--- src/rtl/image_write_packer.sv ---
// Packs serial RGB565 pixels into ten-lane groups and issues one DRAM write per group.
// One frame of FRAME_WORDS pixels is written per start command; pixel n lands at byte address 4n.
module image_write_packer #(
   parameter int FRAME_WORDS = 65520
) (
   input  logic        clk,
   input  logic        rst,
   input  logic        start,
   input  logic        in_valid,
   output logic        in_ready,
   input  logic [15:0] in_data,
   output logic        we,
   output logic [17:0] a1,
   output logic [17:0] a2,
   output logic [17:0] a3,
   output logic [17:0] a4,
   output logic [17:0] a5,
   output logic [17:0] a6,
   output logic [17:0] a7,
   output logic [17:0] a8,
   output logic [17:0] a9,
   output logic [17:0] a10,
   output logic [15:0] wd1,
   output logic [15:0] wd2,
   output logic [15:0] wd3,
   output logic [15:0] wd4,
   output logic [15:0] wd5,
   output logic [15:0] wd6,
   output logic [15:0] wd7,
   output logic [15:0] wd8,
   output logic [15:0] wd9,
   output logic [15:0] wd10,
   output logic        busy,
   output logic        done
);

   typedef enum logic [1:0] {S_IDLE, S_FILL, S_WRITE, S_DONE} state_t;

   state_t      state_q;
   logic [3:0]  lane_q;
   logic [16:0] group_base_q;
   logic [15:0] lane_data_q [10];
   logic [17:0] addr_q [10];
   logic [15:0] wd_q [10];
   logic        we_q;
   logic        in_ready_q;
   logic        busy_q;
   logic        done_q;

   logic [16:0] group_base_d;
   logic        last_group;

   assign group_base_d = group_base_q + 17'd10;
   assign last_group   = (group_base_d == 17'(FRAME_WORDS));

   always_ff @(posedge clk) begin
      if (rst) begin
         state_q      <= S_IDLE;
         lane_q       <= '0;
         group_base_q <= '0;
         we_q         <= 1'b0;
         in_ready_q   <= 1'b0;
         busy_q       <= 1'b0;
         done_q       <= 1'b0;
         for (int k = 0; k < 10; k++) begin
            lane_data_q[k] <= '0;
            addr_q[k]      <= '0;
            wd_q[k]        <= '0;
         end
      end else begin
         case (state_q)
            S_IDLE: begin
               if (start) begin
                  state_q      <= S_FILL;
                  lane_q       <= '0;
                  group_base_q <= '0;
                  in_ready_q   <= 1'b1;
                  busy_q       <= 1'b1;
               end
            end
            S_FILL: begin
               if (in_valid) begin
                  lane_data_q[lane_q] <= in_data;
                  if (lane_q == 4'd9) begin
                     // The tenth pixel bypasses its lane register so the write issues next cycle.
                     state_q    <= S_WRITE;
                     lane_q     <= '0;
                     in_ready_q <= 1'b0;
                     we_q       <= 1'b1;
                     for (int k = 0; k < 10; k++) begin
                        addr_q[k] <= {group_base_q[15:0] + 16'(k), 2'b00};
                        wd_q[k]   <= (k == 9) ? in_data : lane_data_q[k];
                     end
                  end else begin
                     lane_q <= lane_q + 4'd1;
                  end
               end
            end
            S_WRITE: begin
               we_q         <= 1'b0;
               group_base_q <= group_base_d;
               if (last_group) begin
                  state_q <= S_DONE;
                  done_q  <= 1'b1;
               end else begin
                  state_q    <= S_FILL;
                  in_ready_q <= 1'b1;
               end
            end
            S_DONE: begin
               state_q <= S_IDLE;
               done_q  <= 1'b0;
               busy_q  <= 1'b0;
            end
            default: begin
               state_q <= S_IDLE;
            end
         endcase
      end
   end

   assign we       = we_q;
   assign in_ready = in_ready_q;
   assign busy     = busy_q;
   assign done     = done_q;

   assign a1  = addr_q[0];
   assign a2  = addr_q[1];
   assign a3  = addr_q[2];
   assign a4  = addr_q[3];
   assign a5  = addr_q[4];
   assign a6  = addr_q[5];
   assign a7  = addr_q[6];
   assign a8  = addr_q[7];
   assign a9  = addr_q[8];
   assign a10 = addr_q[9];

   assign wd1  = wd_q[0];
   assign wd2  = wd_q[1];
   assign wd3  = wd_q[2];
   assign wd4  = wd_q[3];
   assign wd5  = wd_q[4];
   assign wd6  = wd_q[5];
   assign wd7  = wd_q[6];
   assign wd8  = wd_q[7];
   assign wd9  = wd_q[8];
   assign wd10 = wd_q[9];

endmodule

--- config.mk ---
export PLATFORM = sky130hd
export DESIGN_NAME = image_write_packer
export DESIGN_NICKNAME = d
export VERILOG_FILES = /design/src/rtl/image_write_packer.sv
export SDC_FILE = /design/constraint.sdc
export NUM_CORES = 1
export LEC_CHECK = 0
export ABC_AREA = 1
export CORE_ASPECT_RATIO = 1.2
export CORE_MARGIN = 3
export CORE_UTILIZATION = 30
export CTS_CLUSTER_SIZE = 10
export DETAILED_ROUTE_END_ITERATION = 7
export GPL_TIMING_DRIVEN = 0
export PLACE_DENSITY = 0.56
export SLEW_MARGIN = 25
export SYNTH_ARGS = -nofsm -noshare
export SYNTH_HDL_FRONTEND = slang
export SYNTH_SLANG_ARGS = --single-unit
--- constraint.sdc ---
create_clock -name clk -period 12.8 [get_ports clk]
set_input_delay 2.56 -clock clk [delete_from_list [all_inputs] [get_ports clk]]
set_output_delay 2.56 -clock clk [all_outputs]
set_load 0.005 [all_outputs]
==> flow_metrics.tcl, run 1 <==
set metrics [dict create \
    outcome "finished clean" \
    coreArea_um2 60900 \
    cts_max_level 2 \
    syn_area_um2 18500 \
    fin_nets 2016 \
    grt_pass1_vias 12400 \
    rows 99 \
    grt_setup_unrepaired "no" \
    max_freq_mhz 208 \
    design.die.area_um2 64700 \
    grt_max_degree 52 \
    power_density_nw_per_um2 133 \
    worstPathRequired_ns 13.07 \
    hold_class "flop to flop" \
    ant_nets 0 \
    worst_pin_slew_ns 0.905 \
    skew_ns 0.0160 \
    dr.first_iter.drc_count 611 \
    cp-end-kind "flop" \
    synthArstFlopShare_pct 0 \
    cts_tree "done" \
    avgSynthCellArea_um2 11.9 \
    portBuffers 338 \
    cts_buffer_depth 3 \
    first_pass_iters 6 \
    synth_area_leader_cell "edfxtp_1" \
    cts_buffers 54 \
    final_hold_viol_count 0 \
    arrival_ns 5.07 \
    total_power_mw 3.28 \
    clock_latency_ns 0.59 \
    ys.flop_type "edfxtp_1" \
    synth.most_common_cell "edfxtp_1" \
    synthTopCellsByArea "edfxtp_1, nor2_1, inv_1, nand2_1, dfxtp_1" \
    drive_gt1_share_pct 9.08 \
    cts_root_buf "clkbuf_16" \
    tns_ns 0 \
    start_util_pct 30.3 \
    finalCritPeriodShare_pct 37.5 \
    synth_edf_count 434 \
    path_clk_slew_ns 0.06 \
    synth_warnings 0 \
    synth.distinct_cells 36 \
    peakVddDrop_uv 115 \
    cts_sinks 460 \
    setup_viol 0 \
    routed-via-count 12200 \
    relSlewSlack_pct 39.7 \
    path_class "input port to flop" \
    critPathMaxStageDelay_ns 0.76 \
    track_usage_pct 16.2 \
    critPathLaunchType "input port" \
    grt-ovfl-total 0 \
    yosys-top-cells-count "edfxtp_1, nor2_1, inv_1" \
    grt_pass1_wl_um 78300 \
    synth_top_cell_area_share_pct 70.5 \
    cts_resized 0 \
    ys_seq_area_share_pct 73.3 \
    maxCapViolCount 0 \
    viasPerCell 4.34 \
    postCtsHoldBufs 0 \
    power.leakage_nw 9.02 \
    routedWlPerCell_um 18.9 \
    drc 0 \
    crit_chain "clkdlybuf4s50_1 > inv_1 > clkbuf_2 > nand2_4 > buf_12 > buf_16" \
    synth-seq-cells 460 \
    fillers 5858 \
    fp.dieW_um 233 \
    slowest_stage "clkdlybuf4s50_1" \
    slew_viol_final 0 \
    syn2layout_area_growth_pct 33.4 \
    gp_congestion 0.838 \
    post_cts_buffers 0 \
    dp_hpwl_um 38600 \
    io_pins 364 \
    fp.dieH_um 278 \
    antenna_found_initial 4 \
    critPathMaxFanout 48 \
    syn_inst 1559 \
    drt-total-wl_um 53100 \
    hold-worst-slack_ns 0.473 \
    fin_crit_ns 4.80 \
]
==> per-stage QoR <==
stage	instance area (um2)	setup WS [ns]	util (%)	instances
2_1_floorplan	18600	2.94	-	1583
3_3_place_gp	23000	-2.13	37.7	2729
3_5_place_dp	23100	7.35	38.0	2736
4_1_cts	24700	7.98	40.4	2812
5_1_grt	24700	7.86	40.5	2813
6_report	24700	8.00	40.5	2814
==> critical path: cells and delay by family <==
| kind | cells | cell delay (ns) |
|---|---|---|
| simple gates | 1 | 0.52 |
| buf+inv | 5 | 1.91 |
==> metal layers <==
metal / vias up / wire (um) / global-route usage, %
met2: 396 / 27600 / 29.3
met3: 100 / 3710 / 4.29
met5: - / 12 / 0
li1: 5878 / - / -
met1: 5849 / 20200 / 18.5
met4: 2 / 1680 / 5.20
==> state kept, by name, indices dropped and copies added, names as in the netlist <==
signal,flops
busy,1
group_base_q,16
state_q,2
wd_q,160
done,1
lane_q,4
addr_q,130
we,1
in_ready,1
lane_data_q,144
==> path summary, 6_finish.rpt <==
path / startpoint / to / slack, ns / cells past startpoint
max: rst / addr_q[5][5] / 8.00 / 6
min: in_ready / in_ready / 0.47 / 2
max reg2reg: lane_q[1] / addr_q[9][9] / 9.80 / 10
min reg2reg: in_ready / in_ready / 0.47 / 2
==> where the power goes <==
group	switching [mW]	internal [mW]	leakage, nW
Sequential	0.0219	1.69	4.69
Clock	0.581	0.790	0.736
Combinational	0.105	0.0891	3.60
Total	0.708	2.57	9.02
==> kinds of logic (layout without fill, tap and decap cells) <==
family,Yosys count,count (layout),synth area share [%]
AO/OA/AOI/OAI,130,130,3.89
AND/OR/NAND/NOR,615,615,13.5
flip-flops,460,460,73.3
XOR/XNOR,11,11,0.521
other,1,27,0.0203
adder cells (fa/ha/maj),12,12,0.812
buffers and inverters,330,751,7.99
==> final cells by class <==
| cell class | count | area [um2] | area share, % |
|---|---|---|---|
| Antenna cell | 2 | 5.00 | 0.0203 |
| Buffer | 104 | 631 | 2.56 |
| Clock buffer | 67 | 1420 | 5.76 |
| Clock inverter | 9 | 93.8 | 0.381 |
| Inverter | 226 | 848 | 3.44 |
| Multi-Input combinational cell | 793 | 3560 | 14.4 |
| Sequential cell | 460 | 13600 | 55.0 |
| Tap cell | 808 | 1010 | 4.10 |
| Timing Repair Buffer | 345 | 3540 | 14.4 |
==> placed cells by master, fill, tap and decap left out, types with 26 or more instances in the layout <==
cell type / count
inv_1: 212
edfxtp_1: 434
clkdlybuf4s50_1: 338
nand2_1: 156
nor2_1: 395
buf_2: 29
dfxtp_1: 26
a21oi_1: 69
clkbuf_16: 54
buf_4: 52
o21ai_0: 31
nand3_1: 30
Power figures use the tool's default switching activity.
==> run 2: changes to the inputs <==
--- a/config.mk
+++ b/config.mk
@@ -12,7 +12,7 @@
 export CTS_CLUSTER_SIZE = 10
 export DETAILED_ROUTE_END_ITERATION = 7
 export GPL_TIMING_DRIVEN = 0
-export PLACE_DENSITY = 0.56
+export PLACE_DENSITY = 0.58
 export SLEW_MARGIN = 25
 export SYNTH_ARGS = -nofsm -noshare
 export SYNTH_HDL_FRONTEND = slang
==> constraint.sdc (replaced) <==
create_clock -name clk -period 4.1 [get_ports clk]
set_input_delay 0.82 -clock clk [delete_from_list [all_inputs] [get_ports clk]]
set_output_delay 0.82 -clock clk [all_outputs]
set_load 0.005 [all_outputs]
==> run 2 against run 1 <==
Against the previous run:
- via count fell by 0.44%
- global-route usage decreased by 0.25 points
- non-clock buffer count shrank 3
- largest power group unchanged
==> flow_metrics.tcl, run 2 (synthesis gave the netlist of run 1 again) <==
set metrics [dict create \
    cts_buffers 54 \
    worstPathRequired_ns 4.35 \
    fp.dieW_um 233 \
    grt_max_degree 68 \
    cts_tree "done" \
    total_power_mw 10.4 \
    first_pass_iters 5 \
    rows 99 \
    top_regs "wd_q x160, lane_data_q x144, addr_q x130" \
    antenna_found_initial 2 \
    power.leakage_nw 9.04 \
    grt_pass1_wl_um 77300 \
    finalCritPeriodShare_pct 78.5 \
    io_pins 364 \
    syn2layout_area_growth_pct 33.5 \
    outcome "finished clean" \
    slew_viol_final 0 \
    grt-ovfl-total 0 \
    worst_pin_slew_ns 0.903 \
    post_cts_buffers 0 \
    cts_resized 0 \
    fp.dieH_um 278 \
    setup_viol 0 \
    cts_root_buf "clkbuf_16" \
    portBuffers 338 \
    path_clk_slew_ns 0.05 \
    drc 0 \
    cts_max_level 2 \
    postCtsHoldBufs 0 \
    path_class "input port to flop" \
    grt_pass1_vias 12400 \
    power_density_nw_per_um2 419 \
    peakVddDrop_uv 254 \
    finish.utilization_pct 40.5 \
    design.die.area_um2 64700 \
    largest_reg_flops 160 \
    drt-total-wl_um 52400 \
    maxCapViolCount 0 \
    gp_congestion 0.866 \
    max_freq_mhz 311 \
    skew_ns 0.0216 \
    hold-worst-slack_ns 0.468 \
    cp-end-kind "flop" \
    arrival_ns 3.47 \
    start_util_pct 30.3 \
    relSlewSlack_pct 39.8 \
    routed-via-count 12200 \
    cts_sinks 460 \
    setup_ws_ns 0.881 \
    ant_nets 0 \
    fillers 5852 \
    dp_hpwl_um 38400 \
    grt_setup_unrepaired "no" \
    track_usage_pct 16.0 \
    fin_crit_ns 3.22 \
    fin_nets 2013 \
    critPathMaxFanout 67 \
    largest-register "wd_q" \
    clock_latency_ns 0.60 \
    final_hold_viol_count 0 \
    routedWlPerCell_um 18.7 \
    post-place-ws_ns 0.283 \
    hold_class "flop to flop" \
    drive_gt1_share_pct 9.15 \
    viasPerCell 4.33 \
    dr.first_iter.drc_count 731 \
    most-common-layout-cells "edfxtp_1, nor2_1, clkdlybuf4s50_1, inv_1, nand2_1" \
    cts_buffer_depth 3 \
    critPathLaunchType "input port" \
    coreArea_um2 60900 \
    final_common_cell "edfxtp_1" \
]
==> run 2: cell count changes in the layout (fill, tap and decap cells not counted), moves of 2 or more <==
cell	previous run	this run
buf_12	5	0
buf_16	2	4
clkinv_1	10	6
clkinv_16	0	2
clkinv_2	0	2
==> run 2: critical path, stage by stage <==
cell,delay (ns)
clkdlybuf4s50_1,0.73
inv_1,0.21
clkbuf_2,0.41
nand2_8,0.47
buf_16,0.34
buf_16,0.35
==> run 2: cell type report <==
class                   count  area (um2)  area share, %
flip-flops and latches    460       13600           54.9
multi-input cells         793        3560           14.4
repair buffers            342        3490           14.2
clock buffers              67        1440           5.84
well taps                 808        1010           4.10
inverters                 226         848           3.44
plain buffers             104         631           2.55
clock inverters             8         140          0.568
diodes                      1        2.50         0.0101
==> run 2: worst paths after layout <==
kind | start | to | slack, ns | cells past startpoint
hold / removal | we | we | 0.47 | 2
setup reg to reg | lane_q[1] | addr_q[8][9] | 0.99 | 10
hold reg to reg | we | we | 0.47 | 2
setup / recovery | rst | wd_q[0][30] | 0.88 | 6
==> run 2: stage by stage <==
| step | setup TNS, ns | cells | instance area, um2 |
|---|---|---|---|
| 4_1_cts | 0 | 2808 | 24700 |
| 3_5_place_dp | 0 | 2733 | 23100 |
| 6_report | 0 | 2809 | 24700 |
| 2_1_floorplan | 0 | 1583 | 18600 |
| 5_1_grt | 0 | 2809 | 24700 |
| 3_3_place_gp | -600.12 | 2729 | 23000 |
==> run 2: routing by layer <==
metal,vias to the layer above,global-route usage [%],wire [um]
li1,5875,-,-
met1,5767,18.2,20000
met2,425,28.7,26800
met3,102,4.16,3770
met4,2,5.70,1870
met5,-,0,14
==> run 2: power breakdown <==
group / switching [mW] / internal, mW
clock network: 1.82 / 2.57
logic: 0.326 / 0.274
registers: 0.0674 / 5.29
==> run 3: changes to the inputs <==
--- a/config.mk
+++ b/config.mk
@@ -12,7 +12,7 @@
 export CTS_CLUSTER_SIZE = 10
 export DETAILED_ROUTE_END_ITERATION = 7
 export GPL_TIMING_DRIVEN = 0
-export PLACE_DENSITY = 0.58
+export PLACE_DENSITY = 0.56
 export SLEW_MARGIN = 25
 export SYNTH_ARGS = -nofsm -noshare
 export SYNTH_HDL_FRONTEND = slang
==> constraint.sdc (replaced) <==
create_clock -name clk -period 3.35 [get_ports clk]
set_input_delay 0.67 -clock clk [delete_from_list [all_inputs] [get_ports clk]]
set_output_delay 0.67 -clock clk [all_outputs]
set_load 0.005 [all_outputs]
==> run 3 against run 2 <==
Against the previous run:
- total power is 22% higher
- cell area is 0.14% lower
- critical path type unchanged
- sequential power is 22% higher
- setup slack worse by 0.65 ns
==> flow_metrics.tcl, run 3 (synthesis gave the netlist of run 1 again) <==
set metrics [dict create \
    outcome "finished clean" \
    clkPwrFrac_pct 42.4 \
    tns_ns 0 \
    routed-via-count 12200 \
    grt_pass1_wl_um 77400 \
    endpoint "wd_q[0][108]" \
    skew_ns 0.0187 \
    clock_latency_ns 0.59 \
    arrival_ns 3.33 \
    post_cts_buffers 0 \
    path_clk_slew_ns 0.06 \
    ant_nets 0 \
    internal_power_mw 9.94 \
    drc 0 \
    crit_start "rst" \
    start_util_pct 30.3 \
    portBuffers 338 \
    most-common-layout-cells "edfxtp_1, nor2_1, clkdlybuf4s50_1, inv_1, nand2_1" \
    critPathMaxStageDelay_ns 0.72 \
    largest_reg_flops 160 \
    maxCapViolCount 0 \
    worstPathRequired_ns 3.56 \
    worst_pin_slew_ns 0.883 \
    slew_viol_final 0 \
    slowest_stage "clkdlybuf4s50_1" \
    largest-register "wd_q" \
    cp-end-kind "flop" \
    max_freq_mhz 321 \
    dr.first_iter.drc_count 662 \
    switching_share_pct 21.5 \
    syn2layout_area_growth_pct 33.3 \
    r2r-end "addr_q[8][11]" \
    r2r_slack_ns 0.40 \
    cts_sinks 460 \
    cts_root_buf "clkbuf_16" \
    power_density_nw_per_um2 513 \
    reg2reg_depth 10 \
    r2r_start "lane_q[1]" \
    cts_tree "done" \
    placed_area_um2 23100 \
    fp.dieH_um 278 \
    comb_power_share_pct 5.8 \
    first_pass_iters 5 \
    rows 99 \
    cts_buffer_depth 3 \
    hold_class "flop to flop" \
    power.leakage_nw 9.01 \
    final_hold_viol_count 0 \
    peakVddDrop_uv 334 \
    top_regs "wd_q x160, lane_data_q x144, addr_q x130" \
    routedWlPerCell_um 18.7 \
    cts_max_level 2 \
    cts_resized 0 \
    fin_nets 2012 \
    p_switching_mw 2.72 \
    design.die.area_um2 64700 \
    critPathMaxFanout 98 \
    drt-total-wl_um 52600 \
    relSlewSlack_pct 41.1 \
    drive_gt1_share_pct 9.03 \
    grt-ovfl-total 0 \
    grt_pass1_vias 12300 \
    fp.dieW_um 233 \
    crit_family "buffers and inverters" \
    cp_num_buf_inv 5 \
    dp_hpwl_um 38300 \
    grt_max_degree 99 \
    final_common_cell "edfxtp_1" \
    io_pins 364 \
    viasPerCell 4.33 \
    coreArea_um2 60900 \
    seqPwrFrac_pct 51.8 \
    finalCritPeriodShare_pct 93.1 \
    antenna_found_initial 5 \
    fin_crit_ns 3.12 \
    cp.depth 6 \
    crit_top_cell "buf_16" \
    path_class "input port to flop" \
    track_usage_pct 15.9 \
    design_area_um2 24600 \
    gp_congestion 0.845 \
    postCtsHoldBufs 0 \
    crit_chain "clkdlybuf4s50_1 > inv_1 > clkbuf_2 > nand2_8 > buf_16 > buf_16" \
    critPathLaunchType "input port" \
    setup_viol 0 \
    hold-worst-slack_ns 0.476 \
    cts_buffers 54 \
    grt_setup_unrepaired "no" \
]
[run 3: power groups by stage]
| stage | registers, mW | clock network (mW) | logic [mW] |
|---|---|---|---|
| 6_report | 6.56 | 5.37 | 0.730 |
| 5_1_grt | 6.58 | 5.75 | 0.795 |
| 4_1_cts | 6.56 | 5.53 | 0.744 |
| 3_5_place_dp | 6.68 | 0 | 0.741 |
| 3_3_place_gp | 6.68 | 0 | 0.722 |
| 2_1_floorplan | 6.67 | 0 | 0.281 |
[run 3: through the flow]
step | utilization (%) | setup slack, ns | std cells | total power, mW
after floorplan | - | 0.641 | 1583 | 6.95
after global placement | 37.7 | -1.54 | 2729 | 7.41
after detailed placement | 37.9 | -0.429 | 2732 | 7.42
after CTS | 40.4 | 0.202 | 2812 | 12.8
after global routing | 40.4 | 0.0545 | 2812 | 13.1
final | 40.4 | 0.230 | 2815 | 12.7
[run 3: final cells by class]
type | instances | area [um2]
Buffer | 104 | 629
Tap cell | 808 | 1010
Antenna cell | 3 | 7.51
Multi-Input combinational cell | 793 | 3560
Fill cell | 5802 | 36300
Clock inverter | 6 | 81.3
Timing Repair Buffer | 341 | 3470
Sequential cell | 460 | 13600
Inverter | 226 | 848
Clock buffer | 74 | 1490
[run 3: how the worst min path moves through the flow]
stage / from / endpoint / slack (ns) / depth (start not counted)
floorplan: group_base_q[16] / group_base_q[16] / 0.45 / 2
global placement: in_ready / in_ready / 0.45 / 2
detailed placement: busy / busy / 0.46 / 2
CTS: busy / busy / 0.47 / 2
global route: we / we / 0.50 / 2
finish: busy / busy / 0.48 / 2
[run 3: tightest hold or removal path, stage by stage (launching register included)]
cell and delay [ns]:
dfxtp_1 0.31, nand2_1 0.06, a21oi_1 0.05
[run 3: metal layers]
| metal | up-vias | track usage [%] | wire, um |
|---|---|---|---|
| li1 | 5885 | - | - |
| met1 | 5812 | 18.4 | 20000 |
| met2 | 398 | 27.9 | 26500 |
| met3 | 93 | 5.02 | 4200 |
| met4 | 4 | 5.37 | 1760 |
| met5 | - | 0 | 34 |
